File: src/rtl/exec_ctrl_pkg.sv
// exec_ctrl_pkg: shared types and encodings for the EX-stage control unit.
// Operation codes, ALUOp values, Funct7 constants and FSM states.
package exec_ctrl_pkg;

    typedef enum logic [4:0] {
        OP_AND    = 5'd0,
        OP_OR     = 5'd1,
        OP_ADD    = 5'd2,
        OP_XOR    = 5'd3,
        OP_SLL    = 5'd4,
        OP_SRL    = 5'd5,
        OP_SRA    = 5'd6,
        OP_SUB    = 5'd7,
        OP_SLT    = 5'd8,
        OP_SLTU   = 5'd9,
        OP_MUL    = 5'd16,
        OP_MULH   = 5'd17,
        OP_MULHSU = 5'd18,
        OP_MULHU  = 5'd19,
        OP_DIV    = 5'd20,
        OP_DIVU   = 5'd21,
        OP_REM    = 5'd22,
        OP_REMU   = 5'd23
    } op_e;

    localparam logic [1:0] ALUOP_MEM = 2'b00;
    localparam logic [1:0] ALUOP_BR  = 2'b01;
    localparam logic [1:0] ALUOP_RI  = 2'b10;
    localparam logic [1:0] ALUOP_JMP = 2'b11;

    localparam logic [6:0] F7_BASE   = 7'b0000000;
    localparam logic [6:0] F7_ALT    = 7'b0100000;
    localparam logic [6:0] F7_MULDIV = 7'b0000001;

    typedef enum logic [1:0] {
        IDLE,
        BUSY,
        DONE
    } state_e;

    // RV32M ops map onto 16 + funct3
    function automatic op_e mdu_op(input logic [2:0] f3);
        return op_e'({2'b10, f3});
    endfunction

endpackage

File: src/rtl/exec_ctrl_unit_decode.sv
// exec_ctrl_decode: combinational ALUOp/Funct7/Funct3 decode.
// Define EXEC_CTRL_DIV_EN to decode the RV32M divide group.
module exec_ctrl_decode
    import exec_ctrl_pkg::*;
(
    input  logic [1:0] alu_op,
    input  logic       is_imm,
    input  logic [6:0] funct7,
    input  logic [2:0] funct3,
    output logic [4:0] operation,
    output logic       is_mdu,
    output logic       is_div,
    output logic       illegal
);

    logic f7_base;
    logic f7_alt;
    logic r_ok;
    op_e  op;

    assign f7_base   = (funct7 == F7_BASE);
    assign f7_alt    = (funct7 == F7_ALT);
    assign r_ok      = is_imm | f7_base;
    assign operation = op;

    always_comb begin
        op      = OP_ADD;
        is_mdu  = 1'b0;
        is_div  = 1'b0;
        illegal = 1'b0;
        unique case (alu_op)
            ALUOP_BR: begin
                unique case (funct3)
                    3'b000, 3'b001: op = OP_SUB;
                    3'b100, 3'b101: op = OP_SLT;
                    3'b110, 3'b111: op = OP_SLTU;
                    default:        illegal = 1'b1;
                endcase
            end
            ALUOP_RI: begin
                if (!is_imm && funct7 == F7_MULDIV) begin
`ifdef EXEC_CTRL_DIV_EN
                    op     = mdu_op(funct3);
                    is_mdu = 1'b1;
                    is_div = funct3[2];
`else
                    if (funct3[2]) begin
                        illegal = 1'b1;
                    end else begin
                        op     = mdu_op(funct3);
                        is_mdu = 1'b1;
                    end
`endif
                end else begin
                    // shifts check funct7 even for I-type
                    unique case (funct3)
                        3'b000: begin
                            if (!is_imm && f7_alt) op = OP_SUB;
                            else if (r_ok)         op = OP_ADD;
                            else                   illegal = 1'b1;
                        end
                        3'b001: begin
                            if (f7_base) op = OP_SLL;
                            else         illegal = 1'b1;
                        end
                        3'b010: begin
                            if (r_ok) op = OP_SLT;
                            else      illegal = 1'b1;
                        end
                        3'b011: begin
                            if (r_ok) op = OP_SLTU;
                            else      illegal = 1'b1;
                        end
                        3'b100: begin
                            if (r_ok) op = OP_XOR;
                            else      illegal = 1'b1;
                        end
                        3'b101: begin
                            if (f7_base)     op = OP_SRL;
                            else if (f7_alt) op = OP_SRA;
                            else             illegal = 1'b1;
                        end
                        3'b110: begin
                            if (r_ok) op = OP_OR;
                            else      illegal = 1'b1;
                        end
                        default: begin
                            if (r_ok) op = OP_AND;
                            else      illegal = 1'b1;
                        end
                    endcase
                end
            end
            default: op = OP_ADD;
        endcase
    end

endmodule

File: src/rtl/exec_ctrl_unit.sv
// exec_ctrl_unit: registered EX-stage op decode and MDU sequencer.
// Define EXEC_CTRL_DIV_EN to sequence DIV/DIVU/REM/REMU with DIV_LAT.
module exec_ctrl_unit
    import exec_ctrl_pkg::*;
#(
    parameter int OP_W    = 5,
    parameter int MUL_LAT = 2,
    parameter int DIV_LAT = 33
) (
    input  logic            clk,
    input  logic            reset,
    input  logic            in_valid,
    output logic            in_ready,
    input  logic [1:0]      alu_op,
    input  logic            is_imm,
    input  logic [6:0]      funct7,
    input  logic [2:0]      funct3,
    input  logic            flush,
    input  logic            stall_in,
    output logic            out_valid,
    output logic [OP_W-1:0] operation,
    output logic            is_mdu,
    output logic            mdu_start,
    output logic            mdu_kill,
    output logic            busy,
    output logic            illegal
);

`ifdef EXEC_CTRL_DIV_EN
    localparam int MAX_LAT = (DIV_LAT > MUL_LAT) ? DIV_LAT : MUL_LAT;
`else
    localparam int MAX_LAT = MUL_LAT;
`endif
    localparam int CW = $clog2(MAX_LAT + 1);
    localparam logic [CW-1:0] MUL_LD  = CW'(MUL_LAT - 1);
    localparam logic [CW-1:0] CNT_ONE = CW'(1);
    localparam bit MUL_ONE = (MUL_LAT == 1);
`ifdef EXEC_CTRL_DIV_EN
    localparam logic [CW-1:0] DIV_LD = CW'(DIV_LAT - 1);
`endif

    if (OP_W < 5 || MUL_LAT < 1 || DIV_LAT < 2) begin : g_param_chk
        $error("exec_ctrl_unit: OP_W>=5, MUL_LAT>=1, DIV_LAT>=2");
    end

    state_e          state, state_nxt;
    logic [CW-1:0]   cnt, cnt_nxt, cnt_ld;
    logic [4:0]      dec_op;
    logic            dec_mdu, dec_div, dec_ill;
    logic            accept, lat_one;
    logic            valid_nxt, mdu_nxt, ill_nxt;
    logic            start_nxt, kill_nxt;
    logic [OP_W-1:0] op_nxt;

    exec_ctrl_decode u_decode (
        .alu_op    (alu_op),
        .is_imm    (is_imm),
        .funct7    (funct7),
        .funct3    (funct3),
        .operation (dec_op),
        .is_mdu    (dec_mdu),
        .is_div    (dec_div),
        .illegal   (dec_ill)
    );

    assign in_ready = (state == IDLE) & ~stall_in & ~flush & ~reset;
    assign accept   = in_valid & in_ready;
    assign busy     = (state != IDLE);
    assign lat_one  = ~dec_div & MUL_ONE;

`ifdef EXEC_CTRL_DIV_EN
    assign cnt_ld = dec_div ? DIV_LD : MUL_LD;
`else
    assign cnt_ld = MUL_LD;
`endif

    always_comb begin
        state_nxt = state;
        cnt_nxt   = cnt;
        valid_nxt = out_valid;
        op_nxt    = operation;
        mdu_nxt   = is_mdu;
        ill_nxt   = illegal;
        start_nxt = 1'b0;
        kill_nxt  = 1'b0;
        if (flush) begin
            state_nxt = IDLE;
            cnt_nxt   = '0;
            valid_nxt = 1'b0;
            mdu_nxt   = 1'b0;
            ill_nxt   = 1'b0;
            kill_nxt  = (state != IDLE);
        end else begin
            unique case (state)
                IDLE: begin
                    if (accept) begin
                        op_nxt    = OP_W'(dec_op);
                        ill_nxt   = dec_ill;
                        mdu_nxt   = 1'b0;
                        valid_nxt = 1'b1;
                        if (dec_mdu) begin
                            start_nxt = 1'b1;
                            if (lat_one) begin
                                state_nxt = DONE;
                                mdu_nxt   = 1'b1;
                                cnt_nxt   = '0;
                            end else begin
                                state_nxt = BUSY;
                                valid_nxt = 1'b0;
                                cnt_nxt   = cnt_ld;
                            end
                        end
                    end else if (!stall_in) begin
                        valid_nxt = 1'b0;
                        mdu_nxt   = 1'b0;
                        ill_nxt   = 1'b0;
                    end
                end
                BUSY: begin
                    // countdown ignores stall; DONE absorbs the hold
                    cnt_nxt = cnt - CNT_ONE;
                    if (cnt == CNT_ONE) begin
                        state_nxt = DONE;
                        valid_nxt = 1'b1;
                        mdu_nxt   = 1'b1;
                    end
                end
                DONE: begin
                    if (!stall_in) begin
                        state_nxt = IDLE;
                        valid_nxt = 1'b0;
                        mdu_nxt   = 1'b0;
                        ill_nxt   = 1'b0;
                    end
                end
                default: begin
                    state_nxt = IDLE;
                    cnt_nxt   = '0;
                    valid_nxt = 1'b0;
                end
            endcase
        end
    end

    always_ff @(posedge clk or posedge reset) begin
        if (reset) begin
            state     <= IDLE;
            cnt       <= '0;
            out_valid <= 1'b0;
            operation <= OP_W'(OP_ADD);
            is_mdu    <= 1'b0;
            illegal   <= 1'b0;
            mdu_start <= 1'b0;
            mdu_kill  <= 1'b0;
        end else begin
            state     <= state_nxt;
            cnt       <= cnt_nxt;
            out_valid <= valid_nxt;
            operation <= op_nxt;
            is_mdu    <= mdu_nxt;
            illegal   <= ill_nxt;
            mdu_start <= start_nxt;
            mdu_kill  <= kill_nxt;
        end
    end

endmodule

File: config.mk
export PLATFORM = sky130hd
export DESIGN_NAME = exec_ctrl_unit
export DESIGN_NICKNAME = d
export VERILOG_FILES = /design/src/rtl/exec_ctrl_pkg.sv /design/src/rtl/exec_ctrl_unit_decode.sv /design/src/rtl/exec_ctrl_unit.sv
export SDC_FILE = /design/constraint.sdc
export NUM_CORES = 1
export LEC_CHECK = 0
export BUFFER_PORTS_ARGS = -buffer_cell sky130_fd_sc_hd__buf_2
export CAP_MARGIN = 5
export CORE_MARGIN = 2
export CORE_UTILIZATION = 47
export CTS_CLUSTER_SIZE = 12
export DETAILED_ROUTE_END_ITERATION = 6
export PLACE_DENSITY = 0.75
export SLEW_MARGIN = 20
export SYNTH_ARGS = -nofsm -noshare
export SYNTH_HDL_FRONTEND = slang
export SYNTH_SLANG_ARGS = --single-unit
File: constraint.sdc
create_clock -name clk -period 1.7 [get_ports clk]
set_clock_uncertainty 0.05 [all_clocks]
set_input_delay 0.255 -clock clk [delete_from_list [all_inputs] [get_ports clk]]
set_output_delay 0.255 -clock clk [all_outputs]
set_load 0.03 [all_outputs]
# [Word-level counts from Yosys, hierarchy flattened]
# Index checks and enable logic that the tools add are counted.
[totals] register_bits=14 in_bits=18 out_inout_bits=12 elab_cells=107
[classes] add_sub_neg=1 n_eq_ne=19 muxes=54 bitwise_logic=8 reduce_logical=17
[op_table] operator="5-bit case mux with 7 select lines" n=1
[op_table] operator="1-bit two-way mux" n=28
[op_table] operator="2-bit two-way mux" n=8
[op_table] operator="5-bit two-way mux" n=3
[op_table] operator="3-bit equality test, second input constant" n=4
[op_table] operator="3-bit inequality test, second input constant" n=4
[op_table] operator="2-bit case mux with 3 select lines" n=2
[op_table] operator="4-bit case mux with 3 select lines" n=1
[op_table] operator="5-bit case mux with 2 select lines" n=1
[op_table] operator="3-bit two-way mux" n=3
[op_table] operator="1-bit case mux with 3 select lines" n=3
[op_table] operator="4-bit two-way mux" n=2
[op_table] operator="7-bit by 1-bit equality test with 1-bit output, second input constant" n=1
[op_table] operator="7-bit by 6-bit equality test with 1-bit output, second input constant" n=1
[op_table] operator="7-bit zero test" n=1
[op_table] operator="2-bit by 1-bit equality test with 1-bit output, second input constant" n=3
[op_table] operator="3-bit by 2-bit equality test with 1-bit output, second input constant" n=2
[op_table] operator="3-bit AND reduction" n=2
[op_table] operator="2-bit OR reduction" n=3
[op_table] operator="6-bit OR reduction" n=1
[op_table] operator="1-bit bitwise AND" n=4
[op_table] operator="2-bit equality test, second input constant" n=2
[op_table] operator="1-bit case mux with 2 select lines" n=2
[op_table] operator="4-bit AND reduction" n=1
[op_table] operator="other kinds (13)" n=16

# [Depth between registers and ports, before layout]
[logic_depth] ltp_word=10 ltp_mapped=8 mapped_depth_nobuf=7

# [Modules after synthesis]
# Synthesis repeated with hierarchy kept, for this count alone.
[unflattened] cells_unflattened=131 area_unflattened_um2=1222.4
[modules_own_cells] mod="exec_ctrl_unit" n_inst=1 cells_per_inst=72 area_each_um2=774.5 seq_area_each_um2=351.6
[modules_own_cells] mod="exec_ctrl_decode" n_inst=1 cells_per_inst=59 area_each_um2=447.9 seq_area_each_um2=0.0

# [Worst setup path before layout]
# OpenSTA, ideal clock, no wires.
[synth_path] path_kind="reg2reg" startpoint="register state[1]" endpoint="register cnt[1]" t_arrival_ns=1.908 required_ns=1.522 setup_slack_ns=-0.387 path_stages_with_launch=9 synth_period_minus_slack_ns=2.087 path_cell_list="dfrtp_1 -> inv_1 -> ha_1 -> buf_4 -> nor4b_4 -> nand4b_2 -> o21a_1 -> o211ai_2 -> o31ai_2"
[synth_via] elab_chain_len=7
[synth_rtl] item="from (decl)" line="exec_ctrl_unit.sv:46" source="state_e state, state_nxt;"
[synth_rtl] item="from (signal assigned)" line="exec_ctrl_unit.sv:156" source="state <= state_nxt;"
[synth_rtl] item="2-bit zero test" line="exec_ctrl_unit.sv:66" source="assign in_ready = (state == IDLE) & ~stall_in & ~flush & ~reset;"
[synth_rtl] item="1-bit bitwise AND (3 in a row)" line="exec_ctrl_unit.sv:66"
[synth_rtl] item="via in_ready" line="exec_ctrl_unit.sv:13" source="output logic in_ready,"
[synth_rtl] item="1-bit bitwise AND" line="exec_ctrl_unit.sv:67" source="assign accept = in_valid & in_ready;"
[synth_rtl] item="3-bit inequality test (no line)"
[synth_rtl] item="3-bit AND reduction (no line)"
[synth_rtl] item="to (signal assigned)" line="exec_ctrl_unit.sv:157" source="cnt <= cnt_nxt;"
[synth_rtl] item="to (decl)" line="exec_ctrl_unit.sv:47" source="logic [CW-1:0] cnt, cnt_nxt, cnt_ld;"
# The timed path passes the listed nets, and every way through them passes these cells.
# A chain may end at the register's enable or synchronous reset.

# [Worst setup path after layout]
[layout_path] startpoint="register state[0]" endpoint="register cnt[1]"
[layout_via] elab_chain_len=7
[layout_rtl] item="2-bit zero test" line="exec_ctrl_unit.sv:66, exec_ctrl_unit.sv:94"
[layout_rtl] item="1-bit bitwise AND (3 in a row)" line="exec_ctrl_unit.sv:66"
[layout_rtl] item="1-bit bitwise AND" line="exec_ctrl_unit.sv:67"
[layout_rtl] item="3-bit inequality test (no line)"
[layout_rtl] item="3-bit AND reduction (no line)"
# Several ways; a longest one is shown, not always the timed one.

==> impl_metrics.csv <==
group,metric,value,unit
global_route,globalRouteOverflowTotal,0,
timing,timing.final.crit_share,1.06,
routing,drtPass1Iterations,4,
routing,antenna_left,0,
synth,synth_commonest_cells,"nand2_1, dfrtp_1, a21oi_1, inv_1, nor2_1",
timing,fin_crit,1.80,ns
global_route,grt_pass1_wl,5550,um
clock_network,htreeDepth,1,
setup_path,path_class,"reg -> reg",
flow_run,maxCapViolations,0,
synth,yosysTopAreaCell,"dfrtp_1",
setup_path,required,1.83,ns
clock_network,clockBufferDepth,2,
synth,yosysMostFrequentCell,"nand2_1",
place,place.gp.congestion,0.882,
place,placed_area,0.00138,mm^2
floorplanning,start_util,0.506,
synth,synthArstFlopShare,1.00,
routing,drcViolationCount,0,
global_route,grt_max_degree,15,
routing,via_per_inst,5.96,
clock_network,cts_made_buffers,3,
synth,yosys.area_share.simple,0.287,
floorplanning,dieWidth,53.1,um
timing,worst_slack,-0.0960,ns
timing,worst_pin_slew,0.570,ns
finish,syn2layout_area_growth,42.0,%
routing,initialDrtViolationCount,73,
synth,synth_compound_area_frac,0.235,
synth,synth_top_area_frac,0.288,
routing,route.vias.total,1252,
clock_network,clock_latency,0.29,ns
setup_path,arrival,1.93,ns
synth,netlist_top_cells_area,"dfrtp_1, ha_1, nand2_1",
floorplanning,core.rowCount,17,
finish,layout-drive-gt1-share,0.467,
floorplanning,coreArea,0.00223,mm^2
clock_network,clkTransAtPathRegs,0.10,ns
clock_network,cts_tree,"yes",
synth,synth.distinct_cells,48,
floorplanning,io_pins,30,
synth,synthAdderAreaFrac,0.0885,
synth,synth.net_count,158,
place,io_buffers,29,
timing,drv_slew,0,
finish,design_area,0.00161,mm^2
pwr,cellPowerDensity,504,mW/mm^2
hold_path,hold_class,"in -> async",
setup_path,critPathLaunchType,"flop",
synth,synth_top_family_by_area,"simple AND/OR/NAND/NOR gates",
pwr,total_power,0.809,mW
floorplanning,die_h,53.1,um
synth,ys_ff_latch,14,
timing,rsz0062_at_grt,"true",
timing,final.setup.tns,-0.380,ns
run_status,status,"finished, violations left",
place,post-dp-hpwl,2480,um
pwr,peakVddDrop,0.552,mV
timing,hold_violations,13,
synth,synth.area.mux_share,0.00885,
setup_path,worstPathMaxFanout,5,
run_status,violations,"hold timing, setup timing",
global_route,grtUsageTotal,0.275,
setup_path,end_kind,"flop",
finish,nNetsFinal,209,
finish,diodes,0,
global_route,grt_pass1_vias,1175,
synth,yosys_warnings,0,
place,place_inst,197,
routing,wl_per_cell,17.2,um
routing,drt_wl_total,3600,um
global_route,antenna_found_initial,0,
finish,fillCellCount,169,
pwr,leakagePower,0.803,nW
clock_network,cts_root_buffer,"clkbuf_4",
timing,maxSlewHeadroom,0.620,
timing,max_freq,557,MHz
synth,synth_xor_xnor_area_share,0.00774,
synth,yosysSeqAreaShare,0.311,
synth,synthCells,132,
synth,synth_ff_type,"dfrtp_1",
floorplanning,dieArea,0.00281,mm^2
timing,setup_violations,7,
timing,holdWs,-0.00273,ns
clock_network,cts.sinks,14,
synth,avgSynthCellArea,8.57,um^2
synth,synth_edf_count,0,
finish,final_cell_count_no_fill,210,
synth,netlist_area,0.00113,mm^2
==> final cells by class <==
class	instances	area, um^2	area share
clock buffer	4	36.3	0.0226
inverter	10	37.5	0.0234
multi-input combinational	103	823	0.512
sequential	14	352	0.219
tap	28	35.0	0.0218
timing repair buffer	51	323	0.201
==> metal layers <==
metal  share of wire  routed length (um)  vias up  global-route usage
li1                -                   -      584                   -
met1            0.43                1540      586               0.366
met2            0.47                1710       74               0.452
met3           0.083                 300        8              0.0452
met4           0.015                  53        0              0.0855
met5               0                   0        -                   0
==> what timing repair did <==
action / in CTS / in global routing
setup buffers: 6 / 4
hold buffers: 0 / 0
endpoints found under the setup margin: 7 / 13
resized for setup: 15 / 18
pin swaps: 9 / 8
==> worst paths after layout <==
kind	startpoint	to	slack, ns	cells after the start
min	reset	state[0]$_DFFE_PP0P_	-0.003	2
max reg2reg	state[0]$_DFFE_PP0P_	cnt[1]$_DFFE_PP0P_	-0.1	8
min reg2reg	operation[2]$_DFFE_PP0P_	operation[2]$_DFFE_PP0P_	0.43	2
max	state[0]$_DFFE_PP0P_	cnt[1]$_DFFE_PP0P_	-0.1	8
min in group clk	funct3[1]	operation[2]$_DFFE_PP0P_	0.27	2
max in group asynchronous	reset	operation[1]$_DFFE_PP1P_	1.23	2
==> per-stage QoR <==
stage | setup slack, ns | utilization
after CTS | -0.0620 | 0.678
final | -0.0960 | 0.719
after detailed placement | -0.0532 | 0.616
after global placement | -0.0390 | 0.616
after global routing | -0.184 | 0.719
after floorplan | -0.380 | -
==> cells by family after synthesis <==
| group | count (synthesis) |
|---|---|
| AO/OA/AOI/OAI | 36 |
| XOR/XNOR | 1 |
| adder cells (fa/ha/maj) | 8 |
| buffers and inverters | 15 |
| flip-flops | 14 |
| multiplexers | 1 |
| AND/OR/NAND/NOR | 57 |
==> state kept, by name, summed over array words and instances (netlist names) <==
signal,count
cnt,2
illegal,1
is_mdu,1
mdu_kill,1
mdu_start,1
operation,5
out_valid,1
state,2
==> report_power, final <==
group / internal (mW) / switching (mW)
Sequential: 0.348 / 0.00632
Clock: 0.130 / 0.131
Combinational: 0.0733 / 0.120
Total: 0.551 / 0.258
==> critical path: stages, from the launching register on <==
cell      delay, ns
dfrtp_1        0.40
inv_2          0.09
ha_4           0.14
nor4b_4        0.22
buf_4          0.18
nand4b_4       0.12
o21a_4         0.25
o211ai_2       0.15
o31ai_2        0.08
==> cell usage in the layout, fill, tap and decap left out, types with 4 or more instances in the layout <==
master   netlist  layout
a21oi_1       10       7
buf_2          0      27
nor3_1         4       4
nor2_1         9       8
nand3_1        4       4
ha_1           8       5
inv_1         10       8
nand2_1       16      12
nor2b_1        4       4
dfrtp_1       13      13
buf_4          2      22
No activity file was read; power rests on OpenSTA's default activity.
